`src/rtl/uart_pkg.sv`:
```
// Shared types and helpers for the UART receive path.
package uart_pkg;

  typedef enum logic [2:0] {
    IDLE    = 3'd0,
    START   = 3'd1,
    DATA    = 3'd2,
    PARITY  = 3'd3,
    STOP    = 3'd4,
    CLEANUP = 3'd5,
    BREAK   = 3'd6
  } uart_rx_state_t;

  localparam int DATA_BITS = 8;

  // Width of a cycle counter able to reach clks-1 with one bit of headroom.
  function automatic int clk_cnt_w(input int clks);
    return $clog2(clks) + 1;
  endfunction

endpackage

```
`src/rtl/uart_rx_sync.sv`:
```
// Two-flop synchroniser for asynchronous input pins. Flops reset to 1 so an
// idle-high line does not look like activity straight after reset.
module uart_rx_sync #(
  parameter int WIDTH = 1
) (
  input  logic             i_clock,
  input  logic             i_rst,
  input  logic [WIDTH-1:0] i_async,
  output logic [WIDTH-1:0] o_sync
);

  logic [WIDTH-1:0] meta;

  // Two back-to-back flops give the first stage a full cycle to settle.
  always_ff @(posedge i_clock) begin
    if (i_rst) begin
      meta   <= '1;
      o_sync <= '1;
    end else begin
      meta   <= i_async;
      o_sync <= meta;
    end
  end

endmodule

```
`src/rtl/uart_rx.sv`:
```
// 8N1 UART receiver: synchronises the line, confirms the start bit at its
// midpoint, samples data bits LSB first at mid-bit and pulses o_rx_dv for a
// correctly framed byte or o_rx_frame_err for a low stop bit.
// Optional macro UART_RX_PARITY_EN adds an even-parity bit and o_rx_parity_err.
module uart_rx
  import uart_pkg::*;
#(
  parameter int CLKS_PER_BIT = 87
) (
  input  logic                 i_clock,
  input  logic                 i_rst,
  input  logic                 i_rx_serial,
  output logic                 o_rx_dv,
  output logic [DATA_BITS-1:0] o_rx_byte,
  output logic                 o_rx_active,
  output logic                 o_rx_frame_err
`ifdef UART_RX_PARITY_EN
  ,
  output logic                 o_rx_parity_err
`endif
);

  localparam int CNT_W = clk_cnt_w(CLKS_PER_BIT);
  localparam int IDX_W = $clog2(DATA_BITS);
  localparam logic [CNT_W-1:0] HALF_CNT = CNT_W'((CLKS_PER_BIT - 1) / 2);
  localparam logic [CNT_W-1:0] BIT_CNT  = CNT_W'(CLKS_PER_BIT - 1);
  localparam logic [IDX_W-1:0] LAST_IDX = IDX_W'(DATA_BITS - 1);

  uart_rx_state_t       state, state_next;
  logic [CNT_W-1:0]     clk_cnt, clk_cnt_next;
  logic [IDX_W-1:0]     bit_idx, bit_idx_next;
  logic [DATA_BITS-1:0] shreg, shreg_next;
  logic [DATA_BITS-1:0] byte_next;
  logic                 dv_next, frame_err_next, active_next;
  logic                 rx_s;
`ifdef UART_RX_PARITY_EN
  logic                 parity_bit, parity_bit_next;
  logic                 parity_err_next;
`endif

  uart_rx_sync #(.WIDTH(1)) u_sync (
    .i_clock (i_clock),
    .i_rst   (i_rst),
    .i_async (i_rx_serial),
    .o_sync  (rx_s)
  );

  // State, counters, shift register and registered outputs.
  always_ff @(posedge i_clock) begin
    if (i_rst) begin
      state          <= IDLE;
      clk_cnt        <= CNT_W'(1);
      bit_idx        <= IDX_W'(1);
      shreg          <= '1;
      o_rx_byte      <= '0;
      o_rx_dv        <= 1'b0;
      o_rx_frame_err <= 1'b0;
      o_rx_active    <= 1'b0;
`ifdef UART_RX_PARITY_EN
      parity_bit      <= 1'b1;
      o_rx_parity_err <= 1'b0;
`endif
    end else begin
      state          <= state_next;
      clk_cnt        <= clk_cnt_next;
      bit_idx        <= bit_idx_next;
      shreg          <= shreg_next;
      o_rx_byte      <= byte_next;
      o_rx_dv        <= dv_next;
      o_rx_frame_err <= frame_err_next;
      o_rx_active    <= active_next;
`ifdef UART_RX_PARITY_EN
      parity_bit      <= parity_bit_next;
      o_rx_parity_err <= parity_err_next;
`endif
    end
  end

  // Frame sequencing: every sample point is a counter match on the synchronised line.
  always_comb begin
    state_next     = state;
    clk_cnt_next   = clk_cnt;
    bit_idx_next   = bit_idx;
    shreg_next     = shreg;
    byte_next      = o_rx_byte;
    dv_next        = 1'b0;
    frame_err_next = 1'b0;
    active_next    = o_rx_active;
`ifdef UART_RX_PARITY_EN
    parity_bit_next = parity_bit;
    parity_err_next = 1'b0;
`endif
    case (state)
      IDLE: begin
        clk_cnt_next = '0;
        bit_idx_next = '0;
        active_next  = 1'b0;
        if (!rx_s) state_next = START;
      end
      START: begin
        if (clk_cnt == HALF_CNT) begin
          clk_cnt_next = '0;
          if (!rx_s) begin
            active_next = 1'b1;
            state_next  = DATA;
          end else begin
            state_next  = IDLE;
          end
        end else begin
          clk_cnt_next = clk_cnt + CNT_W'(1);
        end
      end
      DATA: begin
        if (clk_cnt == BIT_CNT) begin
          clk_cnt_next        = '0;
          shreg_next[bit_idx] = rx_s;
          if (bit_idx == LAST_IDX) begin
            bit_idx_next = '0;
`ifdef UART_RX_PARITY_EN
            state_next   = PARITY;
`else
            state_next   = STOP;
`endif
          end else begin
            bit_idx_next = bit_idx + IDX_W'(1);
          end
        end else begin
          clk_cnt_next = clk_cnt + CNT_W'(1);
        end
      end
`ifdef UART_RX_PARITY_EN
      PARITY: begin
        if (clk_cnt == BIT_CNT) begin
          clk_cnt_next    = '0;
          parity_bit_next = rx_s;
          state_next      = STOP;
        end else begin
          clk_cnt_next = clk_cnt + CNT_W'(1);
        end
      end
`endif
      STOP: begin
        if (clk_cnt == BIT_CNT) begin
          clk_cnt_next = '0;
`ifdef UART_RX_PARITY_EN
          parity_err_next = ^{shreg, parity_bit};
`endif
          if (rx_s) begin
            byte_next  = shreg;
            dv_next    = 1'b1;
            state_next = CLEANUP;
          end else begin
            frame_err_next = 1'b1;
            state_next     = BREAK;
          end
        end else begin
          clk_cnt_next = clk_cnt + CNT_W'(1);
        end
      end
      CLEANUP: begin
        active_next = 1'b0;
        state_next  = IDLE;
      end
      BREAK: begin
        active_next = 1'b0;
        if (rx_s) state_next = IDLE;
      end
      default: begin
        clk_cnt_next = '0;
        active_next  = 1'b0;
        state_next   = IDLE;
      end
    endcase
  end

endmodule

```
`config.mk`:
```
export PLATFORM = sky130hd
export DESIGN_NAME = uart_rx
export DESIGN_NICKNAME = d
export VERILOG_FILES = /design/src/rtl/uart_pkg.sv /design/src/rtl/uart_rx_sync.sv /design/src/rtl/uart_rx.sv
export SDC_FILE = /design/constraint.sdc
export NUM_CORES = 1
export LEC_CHECK = 0
export BUFFER_PORTS_ARGS = -buffer_cell sky130_fd_sc_hd__buf_2
export CORE_MARGIN = 2
export CORE_UTILIZATION = 37
export CTS_CLUSTER_DIAMETER = 60
export CTS_CLUSTER_SIZE = 28
export DETAILED_ROUTE_END_ITERATION = 10
export GPL_TIMING_DRIVEN = 0
export PLACE_DENSITY = 0.6
export SETUP_SLACK_MARGIN = 0.05
export SLEW_MARGIN = 20
export SYNTH_ARGS = -nofsm -noshare
export SYNTH_HDL_FRONTEND = slang
export SYNTH_HIERARCHICAL = 1
export SYNTH_SLANG_ARGS = --single-unit
```
`constraint.sdc`:
```
create_clock -name i_clock -period 1.54 [get_ports i_clock]
set_input_delay 0.077 -clock i_clock [delete_from_list [all_inputs] [get_ports i_clock]]
set_output_delay 0.077 -clock i_clock [all_outputs]
set_load 0.01 [all_outputs]
```
==> results.cfg <==
[global_route]
grt_pass1_vias = 1299
grt_antenna_before_repair = 0
grt_max_degree = 12
overflow = 0
grt_pass1_wl_microns = 6330
track_usage_pct = 15.3

[sta]
setup_viol = 21
slew_headroom_pct = 61.1
setup_tns_ps = -1670
tightestPinTransition_ps = 581
period_needed_ps = 1660
fmax_mhz = 601
period_share_pct = 108
hold_ws_ps = 50.1
slew_viol_final = 0
finalWorstSetupSlack_ps = -123
finalHoldViolations = 0
skew_ps = 5.46
rsz0062_at_grt = true

[place]
dp_cells = 254
io_buffers = 13
gp_congestion = 0.806
dp_hpwl_microns = 2350
dpl_cell_area_sq_mm = 0.00188

[layout]
fin_nets = 226
area_growth_pct = 26.0
final_layout_size_suffix_gt1_share_pct = 31.4
stdcell_count = 272
final_util_pct = 49.3
design_area_sq_mm = 0.00219
antennaDiodeCount = 0

[setup_path]
end_kind = flop
critPathMaxFanout = 4
cp.required_ps = 1750
cp.arrival_ps = 1880
worstSetupPathType = reg2reg
start_kind = flop

[clocking]
cts-root-buf = clkbuf_8
cts_htree_levels = 2
clk_path_buf_depth = 2
cts_tree = built
cts_buffers = 5
clock-sinks = 35
insertion_delay_ps = 280
path_clk_slew_ps = 70

[synthesis]
synth_edf_count = 0
synth.area.top_cells = dfxtp_1 (40%), mux2i_1 (9.2%), nor2_1 (5.4%), nand2_1 (3.7%), ha_1 (2.9%)
async_reset_ff_share_pct = 0
ys_seq_area_share_pct = 40.3
yosysMostFrequentCell = dfxtp_1
ys.flop_type = dfxtp_1
synth_top_cell_area_share_pct = 40.3
synth_nets = 196
syn_area_sq_mm = 0.00174
synth.avg_cell_area_sq_um = 9.21
ys_types = 49
synth_warnings = 6
synth_cells = 189
ys_ff_latch = 35
yosys.area.top_type = dfxtp_1
synth_common_cells = dfxtp_1 (35), nor2_1 (25), nand2_1 (17), mux2i_1 (16), a21oi_1 (8)

[outcome]
outcome = finished, violations left
violations = setup timing

[floorplan]
core_sq_mm = 0.00444
start_util_pct = 39.2
fp-row-count = 24
die_w_microns = 72.6
dieArea_sq_mm = 0.00527
ios = 14
die_y_microns = 72.6

[detailed_routing]
routed_wl_microns = 3700
wl_per_cell_microns = 13.6
dr.pass1.iters = 6
via_count = 1422
ant_nets = 0
drc_errors = 0
first_iter_violations = 90
viasPerCell = 5.23

[hold_path]
min_path_type = in2reg

[power_and_ir_drop]
vdd_ir_drop_max_mv = 0.471
power_density_mw_per_mm2 = 757
p_leak_nw = 0.956

[job]
maxCapViolations = 0
==> logic make-up after synthesis <==
family,count (synthesis),share of synthesized area (%)
buffers and inverters,14,4.17
flip-flops,35,40.3
XOR/XNOR,4,2.01
AO/OA/AOI/OAI,35,15.2
adder cells (fa/ha/maj),4,2.88
AND/OR/NAND/NOR,81,26.3
multiplexers,16,9.20
==> worst max-delay path, stage by stage (launching register included) <==
cell and delay, ps:
dfxtp_4 360, inv_4 60, ha_4 120, and4b_2 290
a211oi_4 90, buf_6 140, or4_4 410, a21oi_2 120
==> cell usage in the layout (no fill, tap or decap), drive strengths merged, types with 2 or more instances in the layout <==
cell    Yosys  layout
nor3b       5       5
nand3       4       4
nand2      17      17
nor4        2       2
clkbuf      5      11
o22ai       6       6
xor2        2       2
o21ai       3       3
dfxtp      35      35
nor2       25      25
inv         2       2
a21oi       8       8
or3b        2       2
nand3b      3       3
nor3        5       5
or4         2       2
mux2i      16      16
and2        3       3
nand4       2       2
nand4b      3       3
a211oi      4       4
or2         3       3
ha          4       4
o21bai      2       2
a31oi       2       2
buf         7      29
o21a        2       2
xnor2       2       2
==> flip-flops by register name (all words and copies together), names as in the netlist <==
register,count
bit_idx,3
clk_cnt,8
o_rx_active,1
o_rx_byte,8
o_rx_dv,1
o_rx_frame_err,1
shreg,8
state,3
u_sync/meta,1
u_sync/o_sync,1
==> metal layers <==
| metal | vias to the layer above | global-route usage (%) | part of all wire (%) |
|---|---|---|---|
| met5 | - | 0 | 0 |
| met4 | 0 | 6.58 | 1.7 |
| li1 | 738 | - | - |
| met2 | 18 | 21.9 | 44 |
| met3 | 6 | 3.59 | 2.8 |
| met1 | 660 | 21.9 | 52 |
==> power breakdown <==
group	leakage (nW)	internal, mW	switching (mW)
combinational	0.628	0.0418	0.0606
sequential	0.287	0.909	0.00800
clock	0.0412	0.316	0.324
==> metrics by stage <==
| step | setup slack [ps] | power (mW) |
|---|---|---|
| 5_1_grt | -216 | 1.74 |
| 4_1_cts | -119 | 1.69 |
| 3_5_place_dp | -205 | 1.03 |
| 6_report | -123 | 1.66 |
| 2_1_floorplan | -6.57 | 1.01 |
| 3_3_place_gp | -210 | 1.03 |
==> worst paths after layout <==
| path | end | cells after the start | slack [ps] | start |
|---|---|---|---|---|
| min | u_sync/meta | 2 | 50 | i_rst |
| max reg2reg | state[0] | 7 | -120 | clk_cnt[0] |
| max | state[0] | 7 | -120 | clk_cnt[0] |
| min reg2reg | u_sync/o_sync | 1 | 420 | u_sync/meta |
==> cell type report <==
| cell class | count | area (sq um) |
|---|---|---|
| Buffer | 11 | 67.6 |
| Sequential cell | 35 | 717 |
| Fill cell | 422 | 2250 |
| Multi-Input combinational cell | 140 | 1070 |
| Tap cell | 52 | 65.1 |
| Clock inverter | 2 | 12.5 |
| Timing Repair Buffer | 24 | 173 |
| Clock buffer | 6 | 72.6 |
| Inverter | 2 | 10.0 |
==> repair_timing <==
item                       CTS  global route
gates resized for setup     11            24
setup buffers                7             2
hold buffers                 1             0
pin swaps                    6            22
setup endpoints to repair   28            31
cloned                       0             1
hold endpoints to repair     1             0
No activity file was read; power rests on OpenSTA's default activity.
